<file path="config.mk">
export PLATFORM = sky130hd
export DESIGN_NAME = ts_rec_mode_ctrl
export DESIGN_NICKNAME = d
export VERILOG_FILES = /design/src/rtl/ts_rec_pkg.sv /design/src/rtl/ts_rec_addr_cnt.sv /design/src/rtl/ts_rec_mode_ctrl.sv
export SDC_FILE = /design/constraint.sdc
export NUM_CORES = 1
export LEC_CHECK = 0
export BUFFER_PORTS_ARGS = -buffer_cell sky130_fd_sc_hd__buf_2
export CAP_MARGIN = 20
export CORE_MARGIN = 2
export CORE_UTILIZATION = 60
export DETAILED_ROUTE_END_ITERATION = 8
export PLACE_DENSITY = 0.9
export SYNTH_ARGS = -nofsm -noshare
export SYNTH_HDL_FRONTEND = slang
export SYNTH_SLANG_ARGS = --single-unit
</file>
<file path="constraint.sdc">
create_clock -name CLOCK -period 3.9 [get_ports CLOCK]
set_clock_uncertainty 0.15 [all_clocks]
set_input_delay 0.195 -clock CLOCK [delete_from_list [all_inputs] [get_ports CLOCK]]
set_output_delay 0.195 -clock CLOCK [all_outputs]
set_load 0.005 [all_outputs]
</file>
<file path="src/rtl/ts_rec_pkg.sv">
// Shared types and constants for the TS recorder mode controller.
package ts_rec_pkg;

   typedef enum logic [1:0] {
      ST_IDLE   = 2'd0,
      ST_RECORD = 2'd1,
      ST_PLAY   = 2'd2,
      ST_PAUSE  = 2'd3
   } state_t;

   // Bit positions of the button-release pulses on RELEASE
   localparam int BTN_REC   = 0;
   localparam int BTN_PLAY  = 1;
   localparam int BTN_STOP  = 2;
   localparam int BTN_PAUSE = 3;

endpackage

</file>
<file path="src/rtl/ts_rec_addr_cnt.sv">
// Packet-store address counter: synchronous clear (wins over enable),
// increment on enable, wraps modulo 2**ADDR_W.
module ts_rec_addr_cnt #(
   parameter int ADDR_W = 16
) (
   input  logic              CLOCK,
   input  logic              RESET,
   input  logic              CLR,
   input  logic              EN,
   output logic [ADDR_W-1:0] ADDR
);

   logic [ADDR_W-1:0] addr_reg;

   // Address register: reset/clear to zero, otherwise count packets
   always_ff @(posedge CLOCK) begin
      if (RESET || CLR)
         addr_reg <= '0;
      else if (EN)
         addr_reg <= addr_reg + ADDR_W'(1);
   end

   assign ADDR = addr_reg;

endmodule

</file>
<file path="src/rtl/ts_rec_mode_ctrl.sv">
// Recorder mode controller: sequences IDLE/RECORD/PLAY/PAUSE from button
// release pulses, owns write/read addresses, recorded length, FULL and
// PLAY_DONE. Optional build macro TS_REC_LOOP_EN makes playback loop
// instead of returning to IDLE at the end of the recording.
module ts_rec_mode_ctrl
   import ts_rec_pkg::*;
#(
   parameter int ADDR_W = 16
) (
   input  logic              CLOCK,
   input  logic              RESET,
   input  logic [3:0]        RELEASE,
   input  logic              WR_PKT,
   input  logic              RD_PKT,
   output logic              REC_EN,
   output logic              PLAY_EN,
   output logic [ADDR_W-1:0] WR_ADDR,
   output logic [ADDR_W-1:0] RD_ADDR,
   output logic [ADDR_W:0]   REC_LEN,
   output logic [1:0]        STATE,
   output logic              FULL,
   output logic              PLAY_DONE
);

   localparam logic [ADDR_W:0] CAPACITY = {1'b1, {ADDR_W{1'b0}}};

   state_t            state_reg, state_next;
   state_t            resume_reg, resume_next;
   logic [ADDR_W:0]   rec_len_reg, rec_len_next;
   logic              full_reg, full_next;
   logic              done_reg, done_next;
   logic              wr_clr, wr_en, rd_clr, rd_en;
   logic              cmd_stop, cmd_pause, cmd_rec, cmd_play;
   logic [ADDR_W:0]   len_inc;
   logic [ADDR_W:0]   rd_inc;
   logic              play_end;

   // Fixed command priority: STOP > PAUSE > REC > PLAY, lower pulses dropped
   assign cmd_stop  = RELEASE[BTN_STOP];
   assign cmd_pause = RELEASE[BTN_PAUSE] && !cmd_stop;
   assign cmd_rec   = RELEASE[BTN_REC]   && !cmd_stop && !RELEASE[BTN_PAUSE];
   assign cmd_play  = RELEASE[BTN_PLAY]  && !cmd_stop && !RELEASE[BTN_PAUSE] && !RELEASE[BTN_REC];

   assign len_inc  = rec_len_reg + (ADDR_W+1)'(1);
   assign rd_inc   = {1'b0, RD_ADDR} + (ADDR_W+1)'(1);
   assign play_end = RD_PKT && (rd_inc == rec_len_reg);

   ts_rec_addr_cnt #(.ADDR_W(ADDR_W)) u_wr_cnt (
      .CLOCK (CLOCK),
      .RESET (RESET),
      .CLR   (wr_clr),
      .EN    (wr_en),
      .ADDR  (WR_ADDR)
   );

   ts_rec_addr_cnt #(.ADDR_W(ADDR_W)) u_rd_cnt (
      .CLOCK (CLOCK),
      .RESET (RESET),
      .CLR   (rd_clr),
      .EN    (rd_en),
      .ADDR  (RD_ADDR)
   );

   // State, resume target, recorded length and status flag registers
   always_ff @(posedge CLOCK) begin
      if (RESET) begin
         state_reg   <= ST_IDLE;
         resume_reg  <= ST_RECORD;
         rec_len_reg <= '0;
         full_reg    <= 1'b0;
         done_reg    <= 1'b0;
      end else begin
         state_reg   <= state_next;
         resume_reg  <= resume_next;
         rec_len_reg <= rec_len_next;
         full_reg    <= full_next;
         done_reg    <= done_next;
      end
   end

   // Next-state decode: packet counting uses the current state, the
   // transition is then applied on the same edge
   always_comb begin
      state_next   = state_reg;
      resume_next  = resume_reg;
      rec_len_next = rec_len_reg;
      full_next    = full_reg;
      done_next    = 1'b0;
      wr_clr       = 1'b0;
      wr_en        = 1'b0;
      rd_clr       = 1'b0;
      rd_en        = 1'b0;
      case (state_reg)
         ST_IDLE: begin
            if (cmd_rec) begin
               state_next   = ST_RECORD;
               wr_clr       = 1'b1;
               rec_len_next = '0;
               full_next    = 1'b0;
            end else if (cmd_play && (rec_len_reg != '0)) begin
               state_next = ST_PLAY;
               rd_clr     = 1'b1;
            end
         end
         ST_RECORD: begin
            if (WR_PKT && (rec_len_reg != CAPACITY)) begin
               wr_en        = 1'b1;
               rec_len_next = len_inc;
            end
            // Hitting capacity ends the recording even if STOP/PAUSE arrive too
            if (WR_PKT && (len_inc == CAPACITY)) begin
               state_next = ST_IDLE;
               full_next  = 1'b1;
            end else if (cmd_stop) begin
               state_next = ST_IDLE;
            end else if (cmd_pause) begin
               state_next  = ST_PAUSE;
               resume_next = ST_RECORD;
            end
         end
         ST_PLAY: begin
            rd_en = RD_PKT;
`ifdef TS_REC_LOOP_EN
            // Wrap to the start of the recording and keep playing
            if (play_end) begin
               done_next = 1'b1;
               rd_clr    = 1'b1;
            end
            if (cmd_stop) begin
               state_next = ST_IDLE;
            end else if (cmd_pause) begin
               state_next  = ST_PAUSE;
               resume_next = ST_PLAY;
            end
`else
            if (play_end) begin
               done_next  = 1'b1;
               state_next = ST_IDLE;
            end else if (cmd_stop) begin
               state_next = ST_IDLE;
            end else if (cmd_pause) begin
               state_next  = ST_PAUSE;
               resume_next = ST_PLAY;
            end
`endif
         end
         ST_PAUSE: begin
            if (cmd_stop)
               state_next = ST_IDLE;
            else if (cmd_pause)
               state_next = resume_reg;
         end
         default: state_next = ST_IDLE;
      endcase
   end

   assign REC_EN    = (state_reg == ST_RECORD);
   assign PLAY_EN   = (state_reg == ST_PLAY);
   assign STATE     = state_reg;
   assign REC_LEN   = rec_len_reg;
   assign FULL      = full_reg;
   assign PLAY_DONE = done_reg;

endmodule

</file>
---- After elaboration in Yosys (flattened, before gate mapping) ----
Cells that the tools add are included.
word-level totals
  flip-flop bits (word level) ............. 55
  bits of input ports ..................... 8
  output and inout bits ................... 55
  logic and storage cells ................. 84
cells by class
  add/subtract/negate cells ............... 4
  eq/ne operators ......................... 17
  multiplexer cells ....................... 31
  bitwise operators ....................... 1
  reductions and logical operators ........ 24
operators by type and width
  operator                                              count
  2-to-1 mux 17 bit                                     2
  case mux 17 bit (2 select lines)                      1
  adder 16 x 1 -> 16 bit (second input constant)        2
  2-to-1 mux 2 bit                                      14
  adder 16 x 1 -> 17 bit (second input constant)        1
  adder 17 x 1 -> 17 bit (second input constant)        1
  equality test 17 bit                                  1
  equality test 17 bit (second input constant)          1
  != test 17 bit (second input constant)                1
  nonzero test 17 bit                                   1
  2-to-1 mux 1 bit                                      11
  logical AND 1 bit                                     10
  != test 2 bit (second input constant)                 5
  != test 2 x 1 -> 1 bit (second input constant)        4
  case mux 2 bit (4 select lines)                       1
  AND reduction 7 bit                                   1
  != test 3 bit (second input constant)                 2
  AND reduction 3 bit                                   2
  equality test 2 bit (second input constant)           2
  case mux 2 bit (2 select lines)                       1
  nonzero test 2 bit                                    2
  logical NOT 1 bit                                     3
  equality test 2 x 1 -> 1 bit (second input constant)  1
  logical NOT 2 bit                                     1
  5 further kinds                                       6

---- Longest topological paths before layout ----
Gate-level depths: netlist (run 1).
  word-level depth ........................ 9
  mapped depth ............................ 10
  depth with buffers taken out ............ 9

---- Cells and area by module ----
A second synthesis (run 1) with hierarchy kept.
unflattened totals
  cells, all modules ...................... 470
  area, all modules ....................... 3,611.0 sq um
by module, submodules not included
  module            times used  cells an instance  area an instance (sq um)  seq. area each (sq um)
  ts_rec_mode_ctrl  1           308                2,177.1                   460.4
  ts_rec_addr_cnt   2           81                 716.9                     320.3

---- Worst setup path after synthesis (run 1) ----
Ideal clock, no wire load.
  path kind ............................... reg2reg
  from .................................... reg u_rd_cnt.addr_reg[0] (netlist: u_rd_cnt.ADDR[0])
  to ...................................... reg state_reg[1] (netlist: STATE[1])
  library setup time ...................... 122 ps
  data arrival time ....................... 2,335 ps
  required time ........................... 3,628 ps
  setup slack ............................. 1,293 ps
  stages on the path, launching flop included .. 9
  path buffers ............................ 0
  clock period less this slack ............ 2,607 ps
  cell sequence ........................... dfxtp_1 > ha_1 > nand3_4 > nor4_4 > xnor2_1 > a2111oi_2 > o2111ai_1 > o21a_1 > a221o_1
on the way
  word-level cells in the longest chain between the ends .. 5
ends and longest elaborated chain
  item                             RTL line                 RTL
  start: declaration               ts_rec_addr_cnt.sv:13    logic [ADDR_W-1:0] addr_reg;
  start signal: assignment         ts_rec_addr_cnt.sv:20    addr_reg <= addr_reg + ADDR_W'(1);
  adder 16 x 1 -> 17 bit           ts_rec_mode_ctrl.sv:45   assign rd_inc = {1'b0, RD_ADDR} + (ADDR_W+1)'(1);
  equality test 17 bit             ts_rec_mode_ctrl.sv:46   assign play_end = RD_PKT && (rd_inc == rec_len_reg);
  logical AND 1 bit                ts_rec_mode_ctrl.sv:46
  2-to-1 mux 2 bit                 ts_rec_mode_ctrl.sv:136  if (play_end) begin
  case mux 2 bit (4 select lines)  ts_rec_mode_ctrl.sv:93   case (state_reg)
  end signal: assignment           ts_rec_mode_ctrl.sv:73   state_reg <= state_next;
  end: declaration                 ts_rec_mode_ctrl.sv:27   state_t state_reg, state_next;
Every way passes these cells.
A chain may end at the register's enable or synchronous reset.

---- Worst setup path in the final report (run 1) ----
  from .................................... reg u_rd_cnt.addr_reg[0] (netlist: u_rd_cnt.ADDR[0])
  to ...................................... reg state_reg[0] (netlist: STATE[0])
Same word-level chain as after synthesis.

==> flow_summary.html, run 1 <==
<table>
<tr><th>Metric</th><th>Value</th></tr>
<tr><th colspan="2">Outcome</th></tr>
<tr><td>Outcome</td><td>finished, final reports clean</td></tr>
<tr><th colspan="2">Floorplan</th></tr>
<tr><td>Die height</td><td>81.2 um</td></tr>
<tr><td>Width of the die</td><td>81.2 um</td></tr>
<tr><td>Area of the die</td><td>0.00660 mm^2</td></tr>
<tr><td>Initial core utilization</td><td>0.612</td></tr>
<tr><td>Placement row count</td><td>28</td></tr>
<tr><td>Core Area</td><td>around 0.0059 mm^2</td></tr>
<tr><td>Number of top-level pins</td><td>63</td></tr>
<tr><th colspan="2">Logic synthesis</th></tr>
<tr><td>Sequential cell area fraction in the yosys report</td><td>0.308</td></tr>
<tr><td>Ys async rst share</td><td>0</td></tr>
<tr><td>Post-Syn Area per Cell</td><td>8.10 um^2</td></tr>
<tr><td>Number of register bits inferred by synthesis</td><td>55</td></tr>
<tr><td>Syn. warnings</td><td>0</td></tr>
<tr><td>Post-synth net total</td><td>454</td></tr>
<tr><td>Instance count of the mapped netlist</td><td>442</td></tr>
<tr><td>Cell variety after synth</td><td>65</td></tr>
<tr><td>Number of enable-type register cells in the synthesized netlist</td><td>0</td></tr>
<tr><td>Netlist area before placement</td><td>roughly 0.0036 mm^2</td></tr>
<tr><td>Commonest register cell after synthesis</td><td>sky130_fd_sc_hd__dfxtp_1</td></tr>
<tr><th colspan="2">Clock network</th></tr>
<tr><td>Clock-pin slew of the registers on the worst-case setup and hold paths</td><td>0.11 ns</td></tr>
<tr><td>H-tree levels</td><td>2</td></tr>
<tr><td>Maximum buffer depth of the clock tree</td><td>2</td></tr>
<tr><td>TritonCTS Sinks</td><td>55</td></tr>
<tr><td>Setup Buffers After CTS</td><td>0</td></tr>
<tr><td>Number of gates resized after CTS</td><td>0</td></tr>
<tr><td>Number of buffers added by the clock tree synthesis step</td><td>5</td></tr>
<tr><td>Count of hold-fix buffers inserted at cts</td><td>0</td></tr>
<tr><td>Root Buffer Master</td><td>sky130_fd_sc_hd__clkbuf_8</td></tr>
<tr><td>Clock latency on the worst-skew pair</td><td>0.32 ns</td></tr>
<tr><td>Clock tree from TritonCTS</td><td>done</td></tr>
<tr><th colspan="2">Final layout</th></tr>
<tr><td>Fraction of layout cells with a size suffix above 1</td><td>0.187</td></tr>
<tr><td>Util after Layout</td><td>0.659</td></tr>
<tr><td>Flip-flop count of the largest register after layout</td><td>17</td></tr>
<tr><td>Area Overhead vs Synth</td><td>7.69%</td></tr>
<tr><td>Post-layout net count</td><td>493</td></tr>
<tr><td>Filler cell count</td><td>489</td></tr>
<tr><td>Antenna Diode Count</td><td>0</td></tr>
<tr><th colspan="2">Worst setup path</th></tr>
<tr><td>Crit path arrival time</td><td>3.14 ns</td></tr>
<tr><td>Setup crit end kind</td><td>flip-flop</td></tr>
<tr><td>Cell breakdown of the critical path</td><td>ha_1 &gt; nand3_4 &gt; nor4_4 &gt; xnor2_1 &gt; a2111oi_2 &gt; o2111ai_1 &gt; o21ai_0 &gt; a311oi_1</td></tr>
<tr><td>Slowest cell delay on critical path</td><td>0.47 ns</td></tr>
<tr><td>Worst setup SP type</td><td>flip-flop</td></tr>
<tr><td>Critical Path Fanout Max</td><td>8</td></tr>
<tr><td>Data required time of the worst path</td><td>around 3.9 ns</td></tr>
<tr><td>Type of the worst setup path</td><td>reg2reg</td></tr>
<tr><td>Worst Reg2Reg Path Length in Cells</td><td>8</td></tr>
<tr><td>Cell with the biggest individual delay on the critical path</td><td>sky130_fd_sc_hd__dfxtp_1</td></tr>
<tr><th colspan="2">Placement</th></tr>
<tr><td>IO buf count</td><td>62</td></tr>
<tr><td>Half-perimeter wire length of the detailed placement result</td><td>6200 um</td></tr>
<tr><td>Weighted congestion at the end of routability-driven global placement</td><td>0.901</td></tr>
<tr><th colspan="2">Route</th></tr>
<tr><td>DR iter-0 viols</td><td>300</td></tr>
<tr><td>Routed vias</td><td>3410</td></tr>
<tr><td>Final ANT Viol Nets</td><td>0</td></tr>
<tr><td>Post-detailed-routing wire length</td><td>8620 um</td></tr>
<tr><td>Post-route DRC violation count</td><td>0</td></tr>
<tr><td>Average vias per placed instance</td><td>6.12</td></tr>
<tr><td>Iteration count of the initial detailed-routing pass</td><td>5</td></tr>
<tr><td>Wire per inst</td><td>15.5 um</td></tr>
<tr><th colspan="2">Timing</th></tr>
<tr><td>Final worst path period share</td><td>0.797</td></tr>
<tr><td>Fin. max-slew vios</td><td>0</td></tr>
<tr><td>Endpoints failing setup</td><td>0</td></tr>
<tr><td>Slew of the pin with the lowest slew margin</td><td>0.712 ns</td></tr>
<tr><td>Sum of negative setup slack</td><td>0 ns</td></tr>
<tr><td>Setup repair after global routing missed its margin</td><td>false</td></tr>
<tr><td>Final Hold Fails</td><td>0</td></tr>
<tr><td>Max Freq</td><td>0.322 GHz</td></tr>
<tr><td>Crit path time final</td><td>3.11 ns</td></tr>
<tr><td>Worst hold margin</td><td>0.0992 ns</td></tr>
<tr><td>Worst relative slew slack</td><td>0.521</td></tr>
<tr><th colspan="2">Power and ir drop</th></tr>
<tr><td>VDD IR-drop max</td><td>~0.27 mV</td></tr>
<tr><td>Power per unit of standard cell area</td><td>295 mW/mm^2</td></tr>
<tr><td>Leakage</td><td>1.52 nW</td></tr>
<tr><td>Final total power</td><td>1.14 mW</td></tr>
<tr><th colspan="2">Min path</th></tr>
<tr><td>Hold/Removal Path Class</td><td>in2reg</td></tr>
<tr><td>Hold Path Depth</td><td>3</td></tr>
<tr><th colspan="2">GRT</th></tr>
<tr><td>Antenna violations before repair</td><td>0</td></tr>
<tr><td>Wire length of the first global-routing pass</td><td>about 14000 um</td></tr>
<tr><td>Gr ovfl total</td><td>0</td></tr>
<tr><td>Vias in the first global route</td><td>2967</td></tr>
<tr><td>Total Routing Usage GR</td><td>0.273</td></tr>
<tr><td>Largest net degree at the start of global routing</td><td>25</td></tr>
<tr><th colspan="2">Run</th></tr>
<tr><td>Max cap viols</td><td>0</td></tr>
</table>
worst max-delay path, delay by kind of cell, from the launching register on:
kind	cells	cell delay, ns
XOR/XNOR	1	0.13
AND/OR/NAND/NOR	2	0.58
flip-flops	1	0.47
adder cells (fa/ha/maj)	1	0.37
AO/OA/AOI/OAI	4	1.29
cells in the mapped netlist (3+ instances only):
library cell	count	area, um^2
sky130_fd_sc_hd__nor3_1	5	25.0
sky130_fd_sc_hd__nand2b_1	4	25.0
sky130_fd_sc_hd__buf_6	3	33.8
sky130_fd_sc_hd__nand3_1	24	120
sky130_fd_sc_hd__and4_1	7	61.3
sky130_fd_sc_hd__buf_2	5	25.0
sky130_fd_sc_hd__clkbuf_8	8	110
sky130_fd_sc_hd__nand4b_1	3	26.3
sky130_fd_sc_hd__nor2_1	56	210
sky130_fd_sc_hd__inv_1	11	41.3
sky130_fd_sc_hd__nor4_1	5	31.3
sky130_fd_sc_hd__or2_2	4	25.0
sky130_fd_sc_hd__ha_1	4	50.1
sky130_fd_sc_hd__nand3b_1	4	30.0
sky130_fd_sc_hd__nand4_1	10	62.6
sky130_fd_sc_hd__buf_4	3	22.5
sky130_fd_sc_hd__xor2_1	23	201
sky130_fd_sc_hd__dfxtp_1	55	1100
sky130_fd_sc_hd__and2_1	6	37.5
sky130_fd_sc_hd__and2b_1	3	22.5
sky130_fd_sc_hd__nand2_1	30	113
sky130_fd_sc_hd__and3_1	6	37.5
sky130_fd_sc_hd__nor2b_1	6	37.5
sky130_fd_sc_hd__a21oi_1	30	150
sky130_fd_sc_hd__a31oi_1	7	43.8
sky130_fd_sc_hd__or3_1	6	37.5
sky130_fd_sc_hd__a211oi_1	11	82.6
sky130_fd_sc_hd__clkbuf_1	11	41.3
sky130_fd_sc_hd__o22ai_1	5	31.3
sky130_fd_sc_hd__o21ai_0	14	70.1
sky130_fd_sc_hd__nor3b_1	3	22.5
sky130_fd_sc_hd__xnor2_1	25	219
sky130_fd_sc_hd__a21o_1	4	30.0
where the power goes:
part / internal, mW / switching (mW)
sequential: 0.577 / 0.0276
clock: 0.129 / 0.205
combinational: 0.0804 / 0.119
worst paths after layout:
check | from | end | slack (ns)
max | u_rd_cnt.ADDR[0] | STATE[0] | 0.79
max reg2reg | u_rd_cnt.ADDR[0] | STATE[0] | 0.79
min | RELEASE[3] | resume_reg[1] | 0.1
min reg2reg | u_wr_cnt.ADDR[5] | u_wr_cnt.ADDR[5] | 0.36
cells in the final DEF (no fill, tap or decap), types with 3 or more instances in the layout:
| cell type | n |
|---|---|
| sky130_fd_sc_hd__nor3_1 | 5 |
| sky130_fd_sc_hd__a31oi_1 | 7 |
| sky130_fd_sc_hd__nor3b_1 | 3 |
| sky130_fd_sc_hd__ha_1 | 4 |
| sky130_fd_sc_hd__or2_2 | 4 |
| sky130_fd_sc_hd__o22ai_1 | 5 |
| sky130_fd_sc_hd__clkbuf_8 | 5 |
| sky130_fd_sc_hd__nand2b_1 | 4 |
| sky130_fd_sc_hd__nor2_1 | 56 |
| sky130_fd_sc_hd__nand2_1 | 30 |
| sky130_fd_sc_hd__and3_1 | 6 |
| sky130_fd_sc_hd__a211oi_1 | 11 |
| sky130_fd_sc_hd__xor2_1 | 23 |
| sky130_fd_sc_hd__dfxtp_1 | 55 |
| sky130_fd_sc_hd__inv_1 | 11 |
| sky130_fd_sc_hd__o21ai_0 | 14 |
| sky130_fd_sc_hd__nand3_1 | 24 |
| sky130_fd_sc_hd__and2_1 | 6 |
| sky130_fd_sc_hd__a21oi_1 | 30 |
| sky130_fd_sc_hd__nor2b_1 | 6 |
| sky130_fd_sc_hd__nand3b_1 | 4 |
| sky130_fd_sc_hd__nor4_1 | 5 |
| sky130_fd_sc_hd__buf_2 | 62 |
| sky130_fd_sc_hd__nand4b_1 | 3 |
| sky130_fd_sc_hd__a21o_1 | 4 |
| sky130_fd_sc_hd__or3_1 | 6 |
| sky130_fd_sc_hd__and2b_1 | 3 |
| sky130_fd_sc_hd__xnor2_1 | 25 |
| sky130_fd_sc_hd__and4_1 | 7 |
| sky130_fd_sc_hd__nand4_1 | 10 |
metal layers:
| metal | share of wire | vias to the layer above | wire length (um) | global-route usage |
|---|---|---|---|---|
| li1 | - | 1651 | - | - |
| met1 | 0.44 | 1588 | 3790 | 0.379 |
| met2 | 0.47 | 160 | 4020 | 0.436 |
| met3 | 0.081 | 11 | 699 | 0.0556 |
| met4 | 0.013 | 0 | 108 | 0.0661 |
| met5 | 0 | - | 0 | 0 |
cell families after synthesis:
logic type | synth area share
flip-flops | 0.308
multiplexers | 0.00559
XOR/XNOR | 0.117
AO/OA/AOI/OAI | 0.166
buffers and inverters | 0.0794
adder cells (fa/ha/maj) | 0.0140
AND/OR/NAND/NOR | 0.309
metrics by stage:
stage / worst slack [ns] / instances / area (um^2)
2_1_floorplan: 1.29 / 442 / 3580
6_report: 0.792 / 557 / 3850
4_1_cts: 0.874 / 556 / 3850
3_3_place_gp: 0.954 / 548 / 3750
5_1_grt: 0.581 / 557 / 3850
3_5_place_dp: 0.907 / 548 / 3750
cell type report:
type	count	area, um^2	area share
clock buffer	5	68.8	0.0179
clock inverter	3	25.0	0.00649
inverter	11	41.3	0.0107
multi-input combinational	344	2200	0.570
sequential	55	1100	0.286
tap	75	93.8	0.0244
timing repair buffer	64	325	0.0844
No activity file was read; power rests on OpenSTA's default activity.
==> run 2, diff against run 1 <==
Settings changed: CORE_UTILIZATION 60 to 57, PLACE_DENSITY 0.9 to 0.86.
Clock period 3.9 ns to 3.14 ns, I/O delays scaled along.
==> run 2 against run 1 <==
Highest routed layer unchanged. Global-route usage is 1.4 points lower. Combinational power grew 30%. Largest cell class unchanged. Setup slack got worse by 0.67 ns. Sequential power up 24%. Clock power grew 25%. Fmax increased by 3.1%.
==> flow_summary.html, run 2 (synthesis gave the netlist of run 1 again) <==
<table>
<tr><th>Metric</th><th>Value</th></tr>
<tr><th colspan="2">Final layout</th></tr>
<tr><td>Layout Cells excl Fill</td><td>567 (was 557)</td></tr>
<tr><td>Filler cell count</td><td>509 (was 489)</td></tr>
<tr><td>Flip-flop count of the largest register after layout</td><td>17 (unchanged)</td></tr>
<tr><td>Post-layout net count</td><td>503 (was 493)</td></tr>
<tr><td>Fraction of layout cells with a size suffix above 1</td><td>0.203 (was 0.187)</td></tr>
<tr><td>Combined flip-flop and latch cell area</td><td>0.00110 mm^2 (unchanged)</td></tr>
<tr><td>Area of the multi-input gates</td><td>0.00220 mm^2 (unchanged)</td></tr>
<tr><td>Util after Layout</td><td>0.656 (was 0.659)</td></tr>
<tr><td>Antenna Diode Count</td><td>0 (unchanged)</td></tr>
<tr><td>Commonest cells after routing, fill and taps aside</td><td>sky130_fd_sc_hd__buf_2 (62), sky130_fd_sc_hd__nor2_1 (56), sky130_fd_sc_hd__dfxtp_1 (55) (unchanged)</td></tr>
<tr><td>Most common library cell in the layout ignoring fill and taps</td><td>sky130_fd_sc_hd__buf_2 (unchanged)</td></tr>
<tr><td>Area Overhead vs Synth</td><td>9.76% (was 7.69%)</td></tr>
<tr><th colspan="2">Worst setup path</th></tr>
<tr><td>Crit path arrival time</td><td>3.10 ns (was 3.14 ns)</td></tr>
<tr><td>Type of the worst setup path</td><td>reg2reg (unchanged)</td></tr>
<tr><td>Setup crit end kind</td><td>flip-flop (unchanged)</td></tr>
<tr><td>Data required time of the worst path</td><td>3.22 ns (was 3.94 ns)</td></tr>
<tr><td>Worst setup SP type</td><td>flip-flop (unchanged)</td></tr>
<tr><td>Critical Path Fanout Max</td><td>16 (was 8)</td></tr>
<tr><td>Worst Reg2Reg Path Length in Cells</td><td>8 (unchanged)</td></tr>
<tr><th colspan="2">Timing</th></tr>
<tr><td>Setup repair after global routing missed its margin</td><td>false (unchanged)</td></tr>
<tr><td>Crit path time final</td><td>3.01 ns (was 3.11 ns)</td></tr>
<tr><td>Endpoints failing setup</td><td>0 (unchanged)</td></tr>
<tr><td>Worst relative slew slack</td><td>0.617 (was 0.521)</td></tr>
<tr><td>Sum of negative setup slack</td><td>0 ns (unchanged)</td></tr>
<tr><td>Slew of the pin with the lowest slew margin</td><td>0.573 ns (was 0.712 ns)</td></tr>
<tr><td>Final worst path period share</td><td>0.960 (was 0.797)</td></tr>
<tr><td>Crit path setup slack, layout</td><td>0.126 ns (was 0.792 ns)</td></tr>
<tr><td>Max Freq</td><td>0.332 GHz (was 0.322 GHz)</td></tr>
<tr><td>Final Hold Fails</td><td>0 (unchanged)</td></tr>
<tr><td>Fin. max-slew vios</td><td>0 (unchanged)</td></tr>
<tr><th colspan="2">GRT</th></tr>
<tr><td>Gr busiest metal</td><td>met2 (unchanged)</td></tr>
<tr><td>Met2 usage in global routing</td><td>0.422 (was 0.436)</td></tr>
<tr><td>Routing usage on met3</td><td>0.0477 (was 0.0556)</td></tr>
<tr><td>Gr ovfl total</td><td>0 (unchanged)</td></tr>
<tr><td>Vias in the first global route</td><td>3173 (was 2967)</td></tr>
<tr><td>Wire length of the first global-routing pass</td><td>15200 um (was 14400 um)</td></tr>
<tr><td>Largest net degree at the start of global routing</td><td>25 (unchanged)</td></tr>
<tr><td>Routing usage on met1</td><td>0.355 (was 0.379)</td></tr>
<tr><td>Antenna violations before repair</td><td>0 (unchanged)</td></tr>
<tr><td>Total Routing Usage GR</td><td>0.259 (was 0.273)</td></tr>
<tr><th colspan="2">Clock network</th></tr>
<tr><td>Root Buffer Master</td><td>sky130_fd_sc_hd__clkbuf_8 (unchanged)</td></tr>
<tr><td>H-tree levels</td><td>2 (unchanged)</td></tr>
<tr><td>Setup Buffers After CTS</td><td>0 (unchanged)</td></tr>
<tr><td>Clock tree from TritonCTS</td><td>done (unchanged)</td></tr>
<tr><td>Clock-pin slew of the registers on the worst-case setup and hold paths</td><td>0.11 ns (about the same)</td></tr>
<tr><td>Number of buffers added by the clock tree synthesis step</td><td>5 (unchanged)</td></tr>
<tr><td>Maximum buffer depth of the clock tree</td><td>2 (unchanged)</td></tr>
<tr><td>TritonCTS Sinks</td><td>55 (unchanged)</td></tr>
<tr><td>Count of hold-fix buffers inserted at cts</td><td>0 (unchanged)</td></tr>
<tr><td>Clock latency on the worst-skew pair</td><td>0.33 ns (was 0.32 ns)</td></tr>
<tr><th colspan="2">Min path</th></tr>
<tr><td>Hold/Removal Path Class</td><td>in2reg (unchanged)</td></tr>
<tr><td>Hold Path Depth</td><td>3 (unchanged)</td></tr>
<tr><th colspan="2">Placement</th></tr>
<tr><td>Instance count after placement with tap cells included</td><td>558 (was 548)</td></tr>
<tr><td>IO buf count</td><td>62 (unchanged)</td></tr>
<tr><td>Weighted congestion at the end of routability-driven global placement</td><td>0.907 (was 0.901)</td></tr>
<tr><td>Half-perimeter wire length of the detailed placement result</td><td>6610 um (was 6200 um)</td></tr>
<tr><td>Worst setup timing slack at the placement stage</td><td>0.183 ns (was 0.907 ns)</td></tr>
<tr><th colspan="2">Power and ir drop</th></tr>
<tr><td>Portion of total power attributed to sequential cells</td><td>0.526 (was 0.531)</td></tr>
<tr><td>VDD IR-drop max</td><td>0.337 mV (was 0.268 mV)</td></tr>
<tr><td>Clock power share</td><td>0.291 (was 0.293)</td></tr>
<tr><td>Power per unit of standard cell area</td><td>364 mW/mm^2 (was 295 mW/mm^2)</td></tr>
<tr><td>Final total power</td><td>1.43 mW (was 1.14 mW)</td></tr>
<tr><td>Switching share of power</td><td>0.313 (was 0.309)</td></tr>
<tr><td>Net Sw Power</td><td>447 uW (was 352 uW)</td></tr>
<tr><td>Combinational group share of total power</td><td>0.183 (was 0.175)</td></tr>
<tr><td>Cell Int Power</td><td>982 uW (was 787 uW)</td></tr>
<tr><td>Leakage</td><td>1.57 nW (was 1.52 nW)</td></tr>
<tr><th colspan="2">Route</th></tr>
<tr><td>Average vias per placed instance</td><td>6.09 (was 6.12)</td></tr>
<tr><td>Wire per inst</td><td>16.1 um (was 15.5 um)</td></tr>
<tr><td>Post-route DRC violation count</td><td>0 (unchanged)</td></tr>
<tr><td>DR iter-0 viols</td><td>287 (was 300)</td></tr>
<tr><td>Final ANT Viol Nets</td><td>0 (unchanged)</td></tr>
<tr><td>Post-detailed-routing wire length</td><td>9130 um (was 8620 um)</td></tr>
<tr><td>Routed vias</td><td>3454 (was 3410)</td></tr>
<tr><td>Iteration count of the initial detailed-routing pass</td><td>5 (unchanged)</td></tr>
<tr><th colspan="2">Outcome</th></tr>
<tr><td>Outcome</td><td>finished, final reports clean (unchanged)</td></tr>
<tr><th colspan="2">Run</th></tr>
<tr><td>Max cap viols</td><td>0 (unchanged)</td></tr>
<tr><th colspan="2">Floorplan</th></tr>
<tr><td>Die height</td><td>83.2 um (was 81.2 um)</td></tr>
<tr><td>Initial core utilization</td><td>0.597 (was 0.612)</td></tr>
<tr><td>Number of top-level pins</td><td>63 (unchanged)</td></tr>
<tr><td>Placement row count</td><td>28 (unchanged)</td></tr>
<tr><td>Area of the die</td><td>0.00693 mm^2 (was 0.00660 mm^2)</td></tr>
<tr><td>Core Area</td><td>0.00599 mm^2 (was 0.00585 mm^2)</td></tr>
<tr><td>Width of the die</td><td>83.2 um (was 81.2 um)</td></tr>
</table>
==> run 2: changes by cell type in the layout (fill, tap and decap cells not counted) <==
cell / change
sky130_fd_sc_hd__inv_6: +1
sky130_fd_sc_hd__clkinvlp_4: +1
sky130_fd_sc_hd__o21ai_0: -1
sky130_fd_sc_hd__clkinv_4: -2
sky130_fd_sc_hd__o21ai_1: +1
sky130_fd_sc_hd__buf_4: +10
==> run 2: path summary, 6_finish.rpt <==
| check | from | end | slack, ns |
|---|---|---|---|
| worst min register to register | u_wr_cnt.ADDR[1] | u_wr_cnt.ADDR[1] | 0.36 |
| worst max-delay path | REC_LEN[1] | REC_LEN[14] | 0.13 |
| worst max register to register | REC_LEN[1] | REC_LEN[14] | 0.13 |
| worst min-delay path | RELEASE[3] | resume_reg[1] | 0.02 |
==> run 2: per-layer routing <==
metal / wire (um) / up-vias
met5: 0 / -
li1: - / 1666
met4: 114 / 0
met2: 4280 / 154
met1: 4010 / 1624
met3: 728 / 10
==> run 2: final cells by class <==
type,instances,area share
clock inverter,3,0.00605
timing repair buffer,74,0.102
sequential,55,0.280
tap,75,0.0239
multi-input combinational,344,0.560
clock buffer,5,0.0175
inverter,11,0.0105
==> run 2: power groups by stage <==
stage / sequential, mW / clock, mW / combinational [mW]
global placement: 0.764 / 0 / 0.242
finish: 0.752 / 0.416 / 0.261
CTS: 0.751 / 0.419 / 0.256
global route: 0.757 / 0.447 / 0.286
detailed placement: 0.767 / 0 / 0.255
floorplan: 0.756 / 0 / 0.194
==> run 2: repair_timing <==
| item | CTS | global route |
|---|---|---|
| hold endpoints to repair | 0 | 0 |
| resized for setup | 0 | 1 |
| setup endpoints to repair | 0 | 1 |
==> run 2: critical path, cell delays in order (launching register included) <==
cell and delay, ns:
sky130_fd_sc_hd__dfxtp_1 0.42, sky130_fd_sc_hd__inv_1 0.10, sky130_fd_sc_hd__ha_1 0.15, sky130_fd_sc_hd__or4b_1 0.45, sky130_fd_sc_hd__nor4_2 0.32, sky130_fd_sc_hd__a21o_2 0.40, sky130_fd_sc_hd__and2_1 0.53, sky130_fd_sc_hd__nor2_1 0.12
sky130_fd_sc_hd__a211oi_1 0.26
==> run 2: stage by stage <==
step | cell area (um^2) | hold WS, ns
floorplan | 3580 | 0.0837
detailed placement | 3830 | 0.342
global route | 3930 | 0.0413
CTS | 3920 | 0.0221
finish | 3930 | 0.0208
global placement | 3830 | 0.325
==> run 3, diff against run 2 <==
Settings changed: CORE_MARGIN 2 to unset.
==> run 3 against run 2 <==
Register-to-register slack is essentially flat. Flip-flop and latch count is the same. First-iteration DRC count grew 3.1%. Sequential share of layout area shrank 0.098 points. Die area shrank 4.7%. Clock power grew 13%. Largest cell class unchanged.
==> flow_summary.html, run 3 (synthesis gave the netlist of run 1 again) <==
<table>
<tr><th>Metric</th><th>Value</th></tr>
<tr><th colspan="2">Outcome</th></tr>
<tr><td>Outcome</td><td>finished, final reports clean (unchanged)</td></tr>
<tr><th colspan="2">Timing</th></tr>
<tr><td>Fin. max-slew vios</td><td>0 (unchanged)</td></tr>
<tr><td>Endpoints failing setup</td><td>0 (unchanged)</td></tr>
<tr><td>Setup repair after global routing missed its margin</td><td>false (unchanged)</td></tr>
<tr><td>Worst relative slew slack</td><td>0.612 (was 0.617)</td></tr>
<tr><td>Max Freq</td><td>0.333 GHz (was 0.332 GHz)</td></tr>
<tr><td>Sum of negative setup slack</td><td>0 ns (unchanged)</td></tr>
<tr><td>Crit path time final</td><td>3.00 ns (was 3.01 ns)</td></tr>
<tr><td>Final Hold Fails</td><td>0 (unchanged)</td></tr>
<tr><td>Final worst path period share</td><td>0.956 (was 0.960)</td></tr>
<tr><td>Slew of the pin with the lowest slew margin</td><td>0.582 ns (was 0.573 ns)</td></tr>
<tr><td>Worst hold margin</td><td>0.0231 ns (was 0.0208 ns)</td></tr>
<tr><td>Crit path setup slack, layout</td><td>0.140 ns (was 0.126 ns)</td></tr>
<tr><th colspan="2">Floorplan</th></tr>
<tr><td>Core Area</td><td>0.00599 mm^2 (unchanged)</td></tr>
<tr><td>Number of top-level pins</td><td>63 (unchanged)</td></tr>
<tr><td>Placement row count</td><td>28 (unchanged)</td></tr>
<tr><td>Area of the die</td><td>0.00660 mm^2 (was 0.00693 mm^2)</td></tr>
<tr><td>Initial core utilization</td><td>0.597 (unchanged)</td></tr>
<tr><td>Width of the die</td><td>81.2 um (was 83.2 um)</td></tr>
<tr><td>Die height</td><td>81.2 um (was 83.2 um)</td></tr>
<tr><th colspan="2">GRT</th></tr>
<tr><td>Largest net degree at the start of global routing</td><td>25 (unchanged)</td></tr>
<tr><td>Total Routing Usage GR</td><td>0.283 (was 0.259)</td></tr>
<tr><td>Wire length of the first global-routing pass</td><td>14600 um (was 15200 um)</td></tr>
<tr><td>Antenna violations before repair</td><td>0 (unchanged)</td></tr>
<tr><td>Vias in the first global route</td><td>3076 (was 3173)</td></tr>
<tr><td>Gr ovfl total</td><td>0 (unchanged)</td></tr>
<tr><th colspan="2">Final layout</th></tr>
<tr><td>Area of the multi-input gates</td><td>0.00220 mm^2 (unchanged)</td></tr>
<tr><td>Antenna Diode Count</td><td>0 (unchanged)</td></tr>
<tr><td>Fraction of layout cells with a size suffix above 1</td><td>0.202 (was 0.203)</td></tr>
<tr><td>Commonest cells after routing, fill and taps aside</td><td>sky130_fd_sc_hd__buf_2 (62), sky130_fd_sc_hd__nor2_1 (56), sky130_fd_sc_hd__dfxtp_1 (55) (unchanged)</td></tr>
<tr><td>Combined flip-flop and latch cell area</td><td>0.00110 mm^2 (unchanged)</td></tr>
<tr><td>Flip-flop count of the largest register after layout</td><td>17 (unchanged)</td></tr>
<tr><td>Post-layout net count</td><td>503 (unchanged)</td></tr>
<tr><td>Filler cell count</td><td>521 (was 509)</td></tr>
<tr><td>Area Overhead vs Synth</td><td>10.1% (was 9.76%)</td></tr>
<tr><td>Most common library cell in the layout ignoring fill and taps</td><td>sky130_fd_sc_hd__buf_2 (unchanged)</td></tr>
<tr><td>Util after Layout</td><td>0.658 (was 0.656)</td></tr>
<tr><th colspan="2">Route</th></tr>
<tr><td>Routed vias</td><td>3464 (was 3454)</td></tr>
<tr><td>Post-route DRC violation count</td><td>0 (unchanged)</td></tr>
<tr><td>DR iter-0 viols</td><td>296 (was 287)</td></tr>
<tr><td>Wire per inst</td><td>15.6 um (was 16.1 um)</td></tr>
<tr><td>Final ANT Viol Nets</td><td>0 (unchanged)</td></tr>
<tr><td>Iteration count of the initial detailed-routing pass</td><td>5 (unchanged)</td></tr>
<tr><td>Average vias per placed instance</td><td>6.12 (was 6.09)</td></tr>
<tr><td>Post-detailed-routing wire length</td><td>8840 um (was 9130 um)</td></tr>
<tr><th colspan="2">Worst setup path</th></tr>
<tr><td>Cell with the biggest individual delay on the critical path</td><td>sky130_fd_sc_hd__or4_4 (was sky130_fd_sc_hd__and2_1)</td></tr>
<tr><td>Type of the worst setup path</td><td>reg2reg (unchanged)</td></tr>
<tr><td>Crit path arrival time</td><td>3.07 ns (was 3.10 ns)</td></tr>
<tr><td>Critical Path Fanout Max</td><td>16 (unchanged)</td></tr>
<tr><td>Cell breakdown of the critical path</td><td>or4_4 &gt; nor4_2 &gt; a21o_2 &gt; and2_1 &gt; nor2_1 &gt; a211oi_1 (was inv_1 &gt; ha_1 &gt; or4b_1 &gt; nor4_2 &gt; a21o_2 &gt; and2_1 &gt; nor2_1 &gt; a211oi_1)</td></tr>
<tr><td>Data required time of the worst path</td><td>3.21 ns (was 3.22 ns)</td></tr>
<tr><td>Slowest cell delay on critical path</td><td>0.60 ns (was 0.53 ns)</td></tr>
<tr><td>Worst setup SP type</td><td>flip-flop (unchanged)</td></tr>
<tr><td>Worst Reg2Reg Path Length in Cells</td><td>6 (was 8)</td></tr>
<tr><td>Largest delay contributor family on the critical path</td><td>simple AND/OR/NAND/NOR gates (unchanged)</td></tr>
<tr><td>Setup crit end kind</td><td>flip-flop (unchanged)</td></tr>
<tr><td>Crit path buffers/inverters</td><td>0 (was 1)</td></tr>
<tr><td>Count of cell instances traversed by the critical path</td><td>6 (was 8)</td></tr>
<tr><th colspan="2">Clock network</th></tr>
<tr><td>Number of buffers added by the clock tree synthesis step</td><td>5 (unchanged)</td></tr>
<tr><td>Root Buffer Master</td><td>sky130_fd_sc_hd__clkbuf_8 (unchanged)</td></tr>
<tr><td>Maximum buffer depth of the clock tree</td><td>2 (unchanged)</td></tr>
<tr><td>Clock tree from TritonCTS</td><td>done (unchanged)</td></tr>
<tr><td>TritonCTS Sinks</td><td>55 (unchanged)</td></tr>
<tr><td>Count of hold-fix buffers inserted at cts</td><td>0 (unchanged)</td></tr>
<tr><td>H-tree levels</td><td>2 (unchanged)</td></tr>
<tr><td>Clock-pin slew of the registers on the worst-case setup and hold paths</td><td>0.10 ns (was 0.11 ns)</td></tr>
<tr><td>Clock latency on the worst-skew pair</td><td>0.31 ns (was 0.33 ns)</td></tr>
<tr><td>Setup Buffers After CTS</td><td>0 (unchanged)</td></tr>
<tr><th colspan="2">Run</th></tr>
<tr><td>Max cap viols</td><td>0 (unchanged)</td></tr>
<tr><th colspan="2">Power and ir drop</th></tr>
<tr><td>VDD IR-drop max</td><td>0.265 mV (was 0.337 mV)</td></tr>
<tr><td>Leakage</td><td>1.58 nW (was 1.57 nW)</td></tr>
<tr><td>Final total power</td><td>1.48 mW (was 1.43 mW)</td></tr>
<tr><td>Power per unit of standard cell area</td><td>375 mW/mm^2 (was 364 mW/mm^2)</td></tr>
<tr><th colspan="2">Placement</th></tr>
<tr><td>Worst setup timing slack at the placement stage</td><td>0.236 ns (was 0.183 ns)</td></tr>
<tr><td>Half-perimeter wire length of the detailed placement result</td><td>6470 um (was 6610 um)</td></tr>
<tr><td>IO buf count</td><td>62 (unchanged)</td></tr>
<tr><td>Weighted congestion at the end of routability-driven global placement</td><td>0.866 (was 0.907)</td></tr>
<tr><th colspan="2">Min path</th></tr>
<tr><td>Hold Path Depth</td><td>3 (unchanged)</td></tr>
<tr><td>Hold/Removal Path Class</td><td>in2reg (unchanged)</td></tr>
</table>
run 3: changes by cell type in the layout (fill, tap and decap cells not counted):
cell and delta:
sky130_fd_sc_hd__clkinvlp_4 -1, sky130_fd_sc_hd__inv_6 -1, sky130_fd_sc_hd__bufinv_16 +1
run 3: tightest hold or removal path, stage by stage:
cell	delay, ns
sky130_fd_sc_hd__buf_2	0.13
sky130_fd_sc_hd__nand2_1	0.07
sky130_fd_sc_hd__o32ai_1	0.08
run 3: area by class of cell:
class | instances | area share
flip-flops and latches | 55 | 0.279
clock inverters | 2 | 0.00952
well taps | 75 | 0.0238
multi-input cells | 344 | 0.558
clock buffers | 5 | 0.0175
inverters | 11 | 0.0105
repair buffers | 74 | 0.102
run 3: per-layer routing:
layer,vias up,global-route usage,wire (um)
met5,-,0,0
met4,0,0.0929,166
met3,23,0.0483,563
met2,147,0.448,4060
met1,1619,0.387,4060
li1,1675,-,-
run 3: path summary, 6_finish.rpt:
kind	endpoint	slack [ns]	startpoint
worst max-delay path	REC_LEN[14]	0.14	REC_LEN[10]
worst min-delay path	resume_reg[1]	0.02	RELEASE[3]
worst max register to register	REC_LEN[14]	0.14	REC_LEN[10]
worst min register to register	resume_reg[0]	0.35	resume_reg[0]
run 3: power by group:
part	switching, mW	leakage, nW	internal [mW]	total [mW]
logic	0.152	1.09	0.104	0.257
registers	0.0344	0.443	0.717	0.751
clock network	0.236	0.0502	0.234	0.470
total	0.423	1.58	1.05	1.48
run 3: timing repair:
action	in CTS	in global routing
setup endpoints to repair	0	1
hold endpoints to repair	0	0
resized for setup	0	1
run 3: metrics by stage:
stage	cell area (um^2)	instances
finish	3940	566
global route	3940	566
CTS	3930	565
detailed placement	3830	558
global placement	3830	558
floorplan	3580	442
